--- config.mk ---
export PLATFORM = sky130hd
export DESIGN_NAME = fp_addsub_pipe
export DESIGN_NICKNAME = d
export VERILOG_FILES = /design/src/rtl/fp_pkg.sv /design/src/rtl/fp_lzc.sv /design/src/rtl/fp_addsub_pipe.sv
export SDC_FILE = /design/constraint.sdc
export NUM_CORES = 1
export LEC_CHECK = 0
export CAP_MARGIN = 10
export CORE_MARGIN = 4
export CORE_UTILIZATION = 25
export CTS_CLUSTER_DIAMETER = 30
export DETAILED_ROUTE_END_ITERATION = 7
export GPL_TIMING_DRIVEN = 0
export PLACE_DENSITY = 0.47
export REMOVE_ABC_BUFFERS = 1
export SYNTH_ARGS = -nofsm -noshare
export SYNTH_HDL_FRONTEND = slang
export SYNTH_SLANG_ARGS = --single-unit
--- constraint.sdc ---
create_clock -name clk_in -period 10.5 [get_ports clk_in]
set_input_delay 2.625 -clock clk_in [delete_from_list [all_inputs] [get_ports clk_in]]
set_output_delay 2.625 -clock clk_in [all_outputs]
set_load 0.01 [all_outputs]
--- src/rtl/fp_pkg.sv ---
// Shared types and constants for the floating-point add/sub pipeline.
// Width-dependent stage payloads live in fp_addsub_pipe; this package holds the width-free parts.
package fp_pkg;

  localparam int FP_EXP_W = 5;
  localparam int FP_MAN_W = 10;

  typedef enum logic [1:0] {ZERO, NORM, INF, NAN} fp_class_t;

  typedef struct packed {
    logic nan;
    logic overflow;
    logic underflow;
  } fp_flags_t;

  // Canonical quiet NaN {0, all-ones, 1, zeros}; callers slice the low exp_w+man_w+1 bits.
  function automatic logic [63:0] fp_qnan(input int exp_w, input int man_w);
    return (((64'd1 << exp_w) - 64'd1) << man_w) | (64'd1 << (man_w - 1));
  endfunction

  function automatic int fp_bias(input int exp_w);
    return (1 << (exp_w - 1)) - 1;
  endfunction

endpackage

--- src/rtl/fp_lzc.sv ---
// Combinational leading-zero counter; returns WIDTH when the input is all zero.
module fp_lzc #(
  parameter int WIDTH = 14,
  parameter int CW    = $clog2(WIDTH + 1)
) (
  input  logic [WIDTH-1:0] i_data,
  output logic [CW-1:0]    o_count
);

  // Scan upward so the highest set bit is the last writer.
  always_comb begin
    o_count = CW'(WIDTH);
    for (int i = 0; i < WIDTH; i++) begin
      if (i_data[i]) o_count = CW'(WIDTH - 1 - i);
    end
  end

endmodule

--- src/rtl/fp_addsub_pipe.sv ---
// Five-stage floating-point adder/subtractor with IEEE specials, status flags and valid/ready.
// FP_ROUND_RNE_EN selects round-to-nearest-even; otherwise results are truncated and overflow saturates.
module fp_addsub_pipe
  import fp_pkg::*;
#(
  parameter int  EXP_W = FP_EXP_W,
  parameter int  MAN_W = FP_MAN_W,
  localparam int W     = EXP_W + MAN_W + 1
) (
  input  logic         clk_in,
  input  logic         rst_n,
  input  logic [W-1:0] a,
  input  logic [W-1:0] b,
  input  logic         op_sub,
  input  logic         valid_in,
  output logic         ready_out,
  output logic [W-1:0] result,
  output logic [2:0]   flags,
  output logic         valid_out,
  input  logic         ready_in,
  output logic         busy
);

  localparam int                M          = MAN_W + 4;
  localparam int                LZ_W       = $clog2(M + 1);
  localparam logic [EXP_W-1:0]  EXP_ONES   = '1;
  localparam logic [EXP_W-1:0]  EXP_MAX    = EXP_ONES - EXP_W'(1);
  localparam logic [63:0]       QNAN_WIDE  = fp_qnan(EXP_W, MAN_W);
  localparam logic [W-1:0]      QNAN       = QNAN_WIDE[W-1:0];

  typedef struct packed { logic s; logic [EXP_W-1:0] e; logic [MAN_W-1:0] f; fp_class_t c; } opnd_t;
  typedef struct packed { logic en; logic nan; logic [W-1:0] res; } spec_t;
  typedef struct packed { logic s; logic [EXP_W:0] e; logic [M-1:0] mx; logic [M-1:0] my; logic sub; spec_t sp; } s2_t;
  typedef struct packed { logic s; logic [EXP_W:0] e; logic [M:0] sum; spec_t sp; } s3_t;
  typedef struct packed { logic s; logic [EXP_W:0] e; logic [M-1:0] n; logic zero; logic unf; spec_t sp; } s4_t;

  // Handshake: a beat moves on every edge where ready_out is high; ready_out = !valid_out || ready_in,
  // so the whole pipe advances or freezes together and a stalled output holds result/flags stable.
  logic      w_adv;
  logic [4:0] r_v;
  opnd_t     r_a1, r_b1;
  s2_t       r_s2, w_s2;
  s3_t       r_s3, w_s3;
  s4_t       r_s4, w_s4;
  logic [W-1:0] r_res5, w_res5;
  fp_flags_t r_flg5, w_flg5;

  assign w_adv     = !r_v[4] || ready_in;
  assign ready_out = w_adv;
  assign valid_out = r_v[4];
  assign busy      = |r_v;
  assign result    = r_v[4] ? r_res5 : '0;
  assign flags     = r_v[4] ? r_flg5 : '0;

  function automatic opnd_t unpack(input logic [W-1:0] v, input logic flip);
    opnd_t o;
    o.s = v[W-1] ^ flip;
    o.e = v[W-2:MAN_W];
    o.f = v[MAN_W-1:0];
    if (o.e == '0)            o.c = ZERO;
    else if (o.e == EXP_ONES) o.c = (o.f == '0) ? INF : NAN;
    else                      o.c = NORM;
    return o;
  endfunction

  // Stage 2: order by magnitude, align the smaller mantissa, resolve specials.
  logic                 w_a_ge, w_x_s, w_y_s;
  logic [EXP_W-1:0]     w_x_e, w_y_e, w_diff;
  logic [MAN_W-1:0]     w_x_f, w_y_f;
  logic [M-1:0]         w_my_full, w_my_sh, w_lost;

  always_comb begin
    w_a_ge    = {r_a1.e, r_a1.f} >= {r_b1.e, r_b1.f};
    w_x_s     = w_a_ge ? r_a1.s : r_b1.s;
    w_x_e     = w_a_ge ? r_a1.e : r_b1.e;
    w_x_f     = w_a_ge ? r_a1.f : r_b1.f;
    w_y_s     = w_a_ge ? r_b1.s : r_a1.s;
    w_y_e     = w_a_ge ? r_b1.e : r_a1.e;
    w_y_f     = w_a_ge ? r_b1.f : r_a1.f;
    w_diff    = w_x_e - w_y_e;
    w_my_full = {1'b1, w_y_f, 3'b000};
    w_my_sh   = w_my_full >> w_diff;
    w_lost    = w_my_full & ~({M{1'b1}} << w_diff);
    w_s2      = '0;
    w_s2.s    = w_x_s;
    w_s2.e    = {1'b0, w_x_e};
    w_s2.mx   = {1'b1, w_x_f, 3'b000};
    w_s2.sub  = w_x_s ^ w_y_s;
    if (int'(w_diff) >= M - 1) w_s2.my = {{(M-1){1'b0}}, 1'b1};
    else                       w_s2.my = {w_my_sh[M-1:1], w_my_sh[0] | (|w_lost)};
    if (r_a1.c == NAN || r_b1.c == NAN ||
        (r_a1.c == INF && r_b1.c == INF && r_a1.s != r_b1.s)) begin
      w_s2.sp = '{en: 1'b1, nan: 1'b1, res: QNAN};
    end else if (r_a1.c == INF) begin
      w_s2.sp = '{en: 1'b1, nan: 1'b0, res: {r_a1.s, r_a1.e, r_a1.f}};
    end else if (r_b1.c == INF) begin
      w_s2.sp = '{en: 1'b1, nan: 1'b0, res: {r_b1.s, r_b1.e, r_b1.f}};
    end else if (r_a1.c == ZERO && r_b1.c == ZERO) begin
      w_s2.sp = '{en: 1'b1, nan: 1'b0, res: {r_a1.s & r_b1.s, {(W-1){1'b0}}}};
    end else if (r_a1.c == ZERO) begin
      w_s2.sp = '{en: 1'b1, nan: 1'b0, res: {r_b1.s, r_b1.e, r_b1.f}};
    end else if (r_b1.c == ZERO) begin
      w_s2.sp = '{en: 1'b1, nan: 1'b0, res: {r_a1.s, r_a1.e, r_a1.f}};
    end
  end

  // Stage 3: magnitude add or subtract; x >= y so the difference never goes negative.
  always_comb begin
    w_s3     = '0;
    w_s3.s   = r_s2.s;
    w_s3.e   = r_s2.e;
    w_s3.sp  = r_s2.sp;
    w_s3.sum = r_s2.sub ? ({1'b0, r_s2.mx} - {1'b0, r_s2.my})
                        : ({1'b0, r_s2.mx} + {1'b0, r_s2.my});
  end

  // Stage 4: normalise.
  logic [LZ_W-1:0] w_lz;
  logic [M-1:0]    w_norm;

  fp_lzc #(.WIDTH(M), .CW(LZ_W)) u_lzc (
    .i_data  (r_s3.sum[M-1:0]),
    .o_count (w_lz)
  );

  always_comb begin
    w_s4    = '0;
    w_s4.s  = r_s3.s;
    w_s4.e  = r_s3.e;
    w_s4.sp = r_s3.sp;
    w_norm  = r_s3.sum[M-1:0] << w_lz;
    if (r_s3.sum[M]) begin
      w_s4.n = {r_s3.sum[M:2], r_s3.sum[1] | r_s3.sum[0]};
      w_s4.e = r_s3.e + (EXP_W+1)'(1);
    end else if (r_s3.sum == '0) begin
      w_s4.zero = 1'b1;
      w_s4.s    = 1'b0;
    end else if (int'(w_lz) >= int'(r_s3.e)) begin
      w_s4.zero = 1'b1;
      w_s4.unf  = 1'b1;
    end else begin
      w_s4.n = w_norm;
      w_s4.e = r_s3.e - (EXP_W+1)'(w_lz);
    end
  end

  // Stage 5: round, renormalise on rounding carry, detect overflow, apply specials.
  logic               w_inc;
  logic [MAN_W+1:0]   w_rnd;
  logic [EXP_W:0]     w_e5;
  logic [MAN_W-1:0]   w_f5;
`ifndef FP_ROUND_RNE_EN
  logic [2:0]         w_unused_grs;
  assign w_unused_grs = r_s4.n[2:0];
`endif

  always_comb begin
`ifdef FP_ROUND_RNE_EN
    w_inc = r_s4.n[2] && (r_s4.n[1] || r_s4.n[0] || r_s4.n[3]);
`else
    w_inc = 1'b0;
`endif
    w_rnd  = {1'b0, r_s4.n[M-1:3]} + (MAN_W+2)'(w_inc);
    w_e5   = r_s4.e + (EXP_W+1)'(w_rnd[MAN_W+1]);
    w_f5   = w_rnd[MAN_W+1] ? w_rnd[MAN_W:1] : w_rnd[MAN_W-1:0];
    w_res5 = '0;
    w_flg5 = '0;
    if (r_s4.sp.en) begin
      w_res5     = r_s4.sp.res;
      w_flg5.nan = r_s4.sp.nan;
    end else if (r_s4.zero) begin
      w_res5           = {r_s4.s, {(W-1){1'b0}}};
      w_flg5.underflow = r_s4.unf;
    end else if (w_e5 >= {1'b0, EXP_ONES}) begin
      w_flg5.overflow = 1'b1;
`ifdef FP_ROUND_RNE_EN
      w_res5 = {r_s4.s, EXP_ONES, {MAN_W{1'b0}}};
`else
      w_res5 = {r_s4.s, EXP_MAX, {MAN_W{1'b1}}};
`endif
    end else begin
      w_res5 = {r_s4.s, w_e5[EXP_W-1:0], w_f5};
    end
  end

  always_ff @(posedge clk_in) begin
    if (!rst_n)     r_v <= '0;
    else if (w_adv) r_v <= {r_v[3:0], valid_in};
  end

  always_ff @(posedge clk_in) begin
    if (w_adv) begin
      r_a1   <= unpack(a, 1'b0);
      r_b1   <= unpack(b, op_sub);
      r_s2   <= w_s2;
      r_s3   <= w_s3;
      r_s4   <= w_s4;
      r_res5 <= w_res5;
      r_flg5 <= w_flg5;
    end
  end

endmodule

======== After elaboration in Yosys (flattened, before gate mapping) ========
Index checks and enable logic that the tools add are counted.
Widths: inputs -> output; s select.
operators by class
  $lt $le $gt $ge ......................... 4
  reductions and logical operators ........ 22
  bitwise gates (word level) .............. 10
  muxes and demuxes ....................... 43
  equality and inequality tests ........... 7
  shifts and indexed selects .............. 3
  add/subtract/negate cells ............... 5
operator list
  cell                   count
  $mux 17                4
  $mux 20                3
  $mux 15                3
  $mux 16                2
  $mux 4                 8
  $logic_not 10->1       2
  $mux 10                2
  $mux 18                1
  $add 14x14->15         1
  $ge 15x15->1           1
  $logic_not 15->1       1
  $mux 3                 5
  $sub 14x14->15         1
  $and 14x14->14         1
  $not 14->14            1
  $reduce_or 14->1       1
  $shl 14x4->14          1
  $shl 14x5->14 const A  1
  $shr 14x5->14          1
  $eq 5x5->1 const B     2
  $logic_not 5->1        2
  $mux 1                 10
  $mux 5                 2
  $reduce_or 2->1        5
  other kinds (18)       33
storage, ports and cells
  register bits after elaboration ......... 188
  bits of input ports ..................... 37
  logic and storage cells ................. 131

======== Depth between registers and ports, before layout ========
Gate-level depths: netlist of run 1.
  depth in word-level cells ............... 18
  depth in mapped cells ................... 19
  depth with buffers taken out ............ 18

======== Hierarchy ========
From an unflattened synthesis of run 1, not the netlist that was laid out.
second synthesis, totals
  cell total of the unflattened synthesis .. 886
  area total of the unflattened synthesis .. 10078.4 µm²
by module, submodules not included
  module          times used  cells each  area each (µm²)  sequential area each (µm²)
  fp_addsub_pipe  1           861         9932.0           5505.3
  fp_lzc          1           25          146.4            0.0

======== Worst setup path before layout of run 1 ========
OpenSTA, ideal clock, no wires.
  kind .................................... input -> output
  start ................................... input ready_in
  end ..................................... output ready_out
  stages on the path ...................... 2
  required time ........................... 7875 ps
  path slack .............................. 1572 ps
  arrival ................................. 6303 ps
  path through ............................ nor2b_1 -> inv_1
on the way
  cells in the longest elaborated chain, start to end .. 1
ends and longest elaborated chain
  element             line                  text
  start: declaration  fp_addsub_pipe.sv:20  input logic ready_in,
  $logic_or 1x1->1    fp_addsub_pipe.sv:48  assign w_adv = !r_v[4] || ready_in;
  end: declaration    fp_addsub_pipe.sv:16  output logic ready_out,
Every way passes these cells.

======== Worst setup path in the final report of run 1 ========
Same ends and word-level chain as after synthesis.

==> reports/metrics.yaml, run 1 <==
outcome:
  status: "complete, no violations"
finish:
  final_nets: 1029
  diodes: 0
  fin_util: 0.300
  final_common_cell: "edfxtp_1"
  fillCellCount: 4010
  final-instance-count-excl-fill: 1478
  final-seq-area_sq_um: 5510
  multi_input_area_sq_um: 4050
  drive_gt1_frac: 0.0531
  final_cell_mix: "180 x edfxtp_1, 87 x nand2_1, 77 x nor2_1, 61 x inv_1, 58 x clkdlybuf4s50_1"
  syn_to_final_growth_pct: 17.6
worst_setup_path:
  crit_path_start_kind: "primary input"
  reg2reg_depth: 16
  path_class: "primary input to primary output"
  required_ns: 7.88
  crit_fanout: 137
  worst_setup_path_end_kind: "primary output"
  critPathArrivalTime_ns: 4.97
detailed_routing:
  wirelength_mm: 22.7
  vias_per_cell: 4.69
  ant_nets: 0
  dr.pass1.iters: 5
  post-route-drc-count: 0
  drt_iter0_markers: 543
  via_count: 6929
  routedWlPerCell_microns: 15.4
worst_hold_path:
  hold_depth: 0
  hold_class: "flip-flop to flip-flop"
clock_network:
  cts.sinks: 185
  cts_made_buffers: 17
  clock_tree.root_cell: "clkbuf_16"
  clk_pin_slew_ns: 0.07
  cts.htree.levels: 4
  cts_tree: "done"
  cts_hold_buffers: 0
  clk-insertion-delay-late_ns: 0.43
  post_cts_resize_count: 0
  post-cts-setup-buffers: 0
  clk_path_buf_depth: 2
global_route:
  grt_pass1_wl_mm: 37.1
  antenna_found_initial: 0
  grtUsageTotal: 0.105
  grt_pass1_vias: 6722
  grt_max_degree: 138
  grt-ovfl-total: 0
floorplanning:
  start_util: 0.255
  coreArea_sq_um: 39000
  die_h_microns: 208
  dieArea_sq_um: 43100
  row_count: 72
  die-width_microns: 208
  num_io_pins: 59
sta:
  rsz0062_at_grt: "no"
  fin_skew_ns: 0.0114
  timing.fmax_ghz: 0.132
  fin_setup_tns_ns: 0
  setup_viol: 0
  maxSlewHeadroom: 0.257
  post-route-period-util: 0.723
  worst_pin_slew_ns: 1.11
  min_period_ns: 7.59
  hold_viol_final: 0
  maxSlewViolCount: 0
logic_synthesis:
  synth_edf_count: 180
  syn_avg_cell_area_sq_um: 11.0
  synth-seq-cells: 185
  ys_types: 71
  yosys_warnings: 0
  ys.flop_type: "edfxtp_1"
  yosysSeqAreaShare: 0.553
  synth_area_sq_um: 9960
  ys_async_sr_fraction: 0
  syn_inst: 904
run:
  drv_cap: 0
placed_design:
  dp_hpwl_mm: 16.7
  io_buffers: 58
  dp_cells: 1446
  place_congestion: 0.817
pwr:
  ir_drop_v: 0.000126
  power_density_nw_per_um2: 216
  p_leak_nw: 4.48
## cells by family after synthesis
family | after synthesis | share of synthesized area
compound gates | 243 | 0.164
mux | 32 | 0.0349
flops | 185 | 0.553
xor+xnor | 18 | 0.0158
fa+ha+maj | 45 | 0.0581
buf+inv | 103 | 0.0422
simple gates | 278 | 0.132
## path summary, 6_finish.rpt
| path | to | start | slack, ns |
|---|---|---|---|
| worst min register to register | r_s4[16] | r_s3[16] | 0.42 |
| worst max-delay path | ready_out | ready_in | 2.91 |
| worst max register to register | r_s2[19] | r_b1[12] | 4.89 |
| worst min-delay path | r_s4[16] | r_s3[16] | 0.42 |
## state kept, by name, summed over array words and instances (netlist names)
register	flops
r_a1	18
r_s4	37
r_flg5	3
r_s3	39
r_res5	16
r_s2	49
r_b1	18
r_v	5
## worst max-delay path: stages
cell and delay (ns):
clkdlybuf4s50_1 0.40, nor2b_1 0.55, inv_8 0.26, buf_16 0.34, clkdlybuf4s50_1 0.63
## stage by stage
step | area [sq um] | worst slack, ns | hold slack [ns] | total power [W]
after floorplan | 9780 | 1.57 | 0.400 | 0.00163
after global placement | 11000 | -1.66 | 0.403 | 0.00186
after detailed placement | 11100 | 2.93 | 0.405 | 0.00186
after CTS | 11700 | 2.92 | 0.421 | 0.00254
after global routing | 11700 | 2.75 | 0.426 | 0.00269
final | 11700 | 2.91 | 0.420 | 0.00252
## where the power goes
| group | leakage (nW) | switching (W) | internal (W) |
|---|---|---|---|
| clock | 0.299 | 0.000277 | 0.000400 |
| sequential | 2.07 | 0.000131 | 0.00100 |
| combinational | 2.11 | 0.000413 | 0.000303 |
| total | 4.48 | 0.000821 | 0.00170 |
## Yosys cell counts, types with 8 or more instances
cell type / n / area (sq um)
xnor2_1: 11 / 96.3
o22ai_1: 8 / 50.1
edfxtp_1: 180 / 5410
a21o_1: 10 / 75.1
and2_1: 20 / 125
mux2i_1: 25 / 250
a211oi_1: 13 / 97.6
o21bai_1: 8 / 60.1
nand4_1: 8 / 50.1
a22oi_1: 12 / 90.1
nand3_1: 13 / 65.1
clkbuf_1: 29 / 109
nor2_1: 77 / 289
o21ai_0: 56 / 280
ha_1: 43 / 538
inv_1: 62 / 233
nand2_1: 87 / 327
nor3_1: 26 / 130
nor2b_1: 9 / 56.3
a21boi_0: 8 / 60.1
a31oi_1: 12 / 75.1
o31ai_1: 18 / 135
o21a_1: 8 / 60.1
a21oi_1: 45 / 225
## area by class of cell
| cell class | count | area share |
|---|---|---|
| Clock inverter | 14 | 0.0165 |
| Sequential cell | 185 | 0.470 |
| Tap cell | 518 | 0.0554 |
| Inverter | 65 | 0.0215 |
| Clock buffer | 18 | 0.0367 |
| Timing Repair Buffer | 62 | 0.0540 |
| Multi-Input combinational cell | 616 | 0.346 |
## routing by layer
metal / global-route usage / share of wire
met1: 0.145 / 0.49
met2: 0.165 / 0.46
met3: 0.0203 / 0.033
met4: 0.0349 / 0.020
met5: 0 / 0
Note: power is estimated with default switching activity, not from simulation.
==> run 2: changes to the inputs <==
--- a/config.mk
+++ b/config.mk
@@ -11,7 +11,7 @@
 export CTS_CLUSTER_DIAMETER = 30
 export DETAILED_ROUTE_END_ITERATION = 7
 export GPL_TIMING_DRIVEN = 0
-export PLACE_DENSITY = 0.47
+export PLACE_DENSITY = 0.48
 export REMOVE_ABC_BUFFERS = 1
 export SYNTH_ARGS = -nofsm -noshare
 export SYNTH_HDL_FRONTEND = slang
==> constraint.sdc (replaced) <==
create_clock -name clk_in -period 6.55 [get_ports clk_in]
set_input_delay 1.6375 -clock clk_in [delete_from_list [all_inputs] [get_ports clk_in]]
set_output_delay 1.6375 -clock clk_in [all_outputs]
set_load 0.01 [all_outputs]
==> run 2 against run 1 <==
Effect of this change:
- wire length up 0.79%
- die area is the same
- sequential share of layout area is essentially flat
- total power is 59% higher
- first-iteration DRC count is 5.0% lower
- clock-buffer cell count unchanged
- critical path type is now flip-flop to flip-flop
- largest cell class unchanged
- highest routed layer unchanged
==> reports/metrics.yaml, run 2 (synthesis gave the netlist of run 1 again) <==
worst_setup_path:
  required_ns: 6.81  # -1.07 ns
  crit_fanout: 26  # -81%
  worst_setup_path_end_kind: "flip-flop"
  r2r_start: "r_b1[12]"
  reg2reg_to: "r_s2[19]"
  reg2reg_depth: 16  # unchanged
  crit_path_start_kind: "flip-flop"
  r2r_slack_ns: 0.86  # -4.03 ns
  critPathArrivalTime_ns: 5.95  # +0.98 ns
  path_class: "flip-flop to flip-flop"
pwr:
  comb_power_share: 0.291  # +0.007
  pwr-share-seq: 0.450  # +0.002
  ir_drop_v: 0.000212  # +68%
  power_switching_w: 0.00135  # +64%
  power_density_nw_per_um2: 343  # +59%
  p_clk_frac: 0.260  # -0.008
  p_sw_frac: 0.337  # +0.0113
  p_int_w: 0.00266  # +56%
  p_leak_nw: 4.47  # -0.32%
sta:
  rsz0062_at_grt: "no"
  hold_viol_final: 0  # unchanged
  fin_skew_ns: 0.0140  # +0.00265 ns
  min_period_ns: 5.69
  worst_pin_slew_ns: 0.988  # -0.127 ns
  setup_ws_ns: 0.856  # -2.05 ns
  maxSlewViolCount: 0  # unchanged
  maxSlewHeadroom: 0.342  # +0.0849
  post-route-period-util: 0.869
  timing.fmax_ghz: 0.176
  setup_viol: 0  # unchanged
global_route:
  grt-ovfl-total: 0  # unchanged
  antenna_found_initial: 0  # unchanged
  grt_pass1_vias: 6790  # +1.0%
  grt_max_degree: 99  # -28%
  grt_pass1_wl_mm: 36.9  # -0.48%
  grtUsageTotal: 0.105  # about the same
finish:
  stdcell_area_sq_um: 11700  # about the same
  final_nets: 1030  # +0.097%
  final_common_cell: "edfxtp_1"
  top_regs: "r_s2: 49 flops, r_s3: 39 flops, r_s4: 37 flops"
  diodes: 0  # unchanged
  drive_gt1_frac: 0.0552  # +0.00203
  final-instance-count-excl-fill: 1479  # +0.068%
  syn_to_final_growth_pct: 17.6  # about the same
  largest_register_ffs: 49  # unchanged
  top_register: "r_s2"
  final_cell_mix: "180 x edfxtp_1, 87 x nand2_1, 77 x nor2_1, 61 x inv_1, 58 x clkdlybuf4s50_1"
detailed_routing:
  wirelength_mm: 22.9  # +0.79%
  topRoutingLayerUsed: "met4"
  m1WireLength_mm: 11.1  # -0.59%
  via_count: 6975  # +0.66%
  wl_met2_mm: 10.5  # +1.6%
  vias_per_cell: 4.72  # +0.60%
  routedWlPerCell_microns: 15.5  # +0.72%
  wl_met3_microns: 891  # +20%
  ant_nets: 0  # unchanged
  drt_iter0_markers: 516  # -5.0%
  post-route-drc-count: 0  # unchanged
  dr.pass1.iters: 5  # unchanged
floorplanning:
  num_io_pins: 59  # unchanged
  coreArea_sq_um: 39000  # unchanged
  row_count: 72  # unchanged
  die-width_microns: 208  # unchanged
  dieArea_sq_um: 43100  # unchanged
  start_util: 0.255  # unchanged
  die_h_microns: 208  # unchanged
placed_design:
  dp_hpwl_mm: 16.7  # -0.31%
  dp_cells: 1446  # unchanged
  place_congestion: 0.869  # +6.4%
  postPlaceCellArea_sq_um: 11100  # unchanged
  place_ws_ns: 0.892  # -2.04 ns
  io_buffers: 58  # unchanged
clock_network:
  post-cts-setup-buffers: 0  # unchanged
  clock_tree.root_cell: "clkbuf_16"
  clk_path_buf_depth: 2  # unchanged
  cts_made_buffers: 17  # unchanged
  cts.htree.levels: 4  # unchanged
  cts_tree: "done"
  clk_pin_slew_ns: 0.07  # about the same
  cts_hold_buffers: 0  # unchanged
  clk-insertion-delay-late_ns: 0.44  # about the same
  post_cts_resize_count: 0  # unchanged
  cts.sinks: 185  # unchanged
worst_hold_path:
  hold_class: "flip-flop to flip-flop"
  min_to: "r_s4[3]"
  holdCritStartpoint: "r_s3[3]"
  hold_depth: 0  # unchanged
run:
  drv_cap: 0  # unchanged
outcome:
  status: "complete, no violations"
run 2: cell count changes in the layout (fill, tap and decap cells not counted):
cell / change
clkinvlp_4: +3
bufinv_16: -2
clkinv_2: -2
clkinv_4: +2
inv_6: -2
inv_8: +2
buf_16: +1
clkinv_1: -1
run 2: metal layers:
metal  vias up  GRT usage
met5         -          0
met4         0     0.0337
met2       157      0.165
met1      3333      0.146
li1       3458          -
met3        27     0.0201
run 2: critical path, cell delays in order, from the launching register on:
cell and delay [ns]:
edfxtp_1 0.42, inv_1 0.11, ha_1 0.58, nand4_1 0.32, a211oi_1 0.09, a2111oi_2 0.66
o21a_1 0.76, o21a_1 0.20, ha_1 0.25, or4_1 0.14, o41ai_1 0.06, a2111oi_0 0.36
nand2_1 0.59, o21bai_1 0.37, a21o_1 0.19, and3_1 0.18, a22oi_1 0.20
run 2: power groups by stage:
stage               clock, W  combinational [W]  sequential [W]
global placement           0            0.00115         0.00183
global route         0.00112            0.00131         0.00184
finish               0.00104            0.00117         0.00180
detailed placement         0            0.00115         0.00183
floorplan                  0           0.000865         0.00175
CTS                  0.00108            0.00116         0.00181
run 2: per-stage QoR:
step | power (W) | utilization | hold WS [ns] | TNS (ns)
after floorplan | 0.00262 | - | 0.400 | -0.403
after global placement | 0.00298 | 0.282 | 0.402 | -226.32
after detailed placement | 0.00298 | 0.284 | 0.405 | 0
after CTS | 0.00404 | 0.299 | 0.419 | 0
after global routing | 0.00427 | 0.300 | 0.431 | 0
final | 0.00401 | 0.300 | 0.418 | 0
run 2: worst max-delay path by stage:
stage	from	endpoint	slack, ns	depth (start not counted)
6_report	r_b1[12]	r_s2[19]	0.86	16
5_1_grt	r_b1[12]	r_s2[19]	0.42	16
4_1_cts	ready_in	ready_out	0.89	5
3_3_place_gp	ready_in	ready_out	-3.61	4
2_1_floorplan	ready_in	ready_out	-0.40	2
3_5_place_dp	ready_in	ready_out	0.89	5
run 2: cell type report:
class	count	area, sq um
clock buffers	18	429
clock inverters	14	164
fillers	3997	27300
inverters	65	251
multi-input cells	616	4050
flip-flops and latches	185	5510
well taps	518	648
repair buffers	63	659
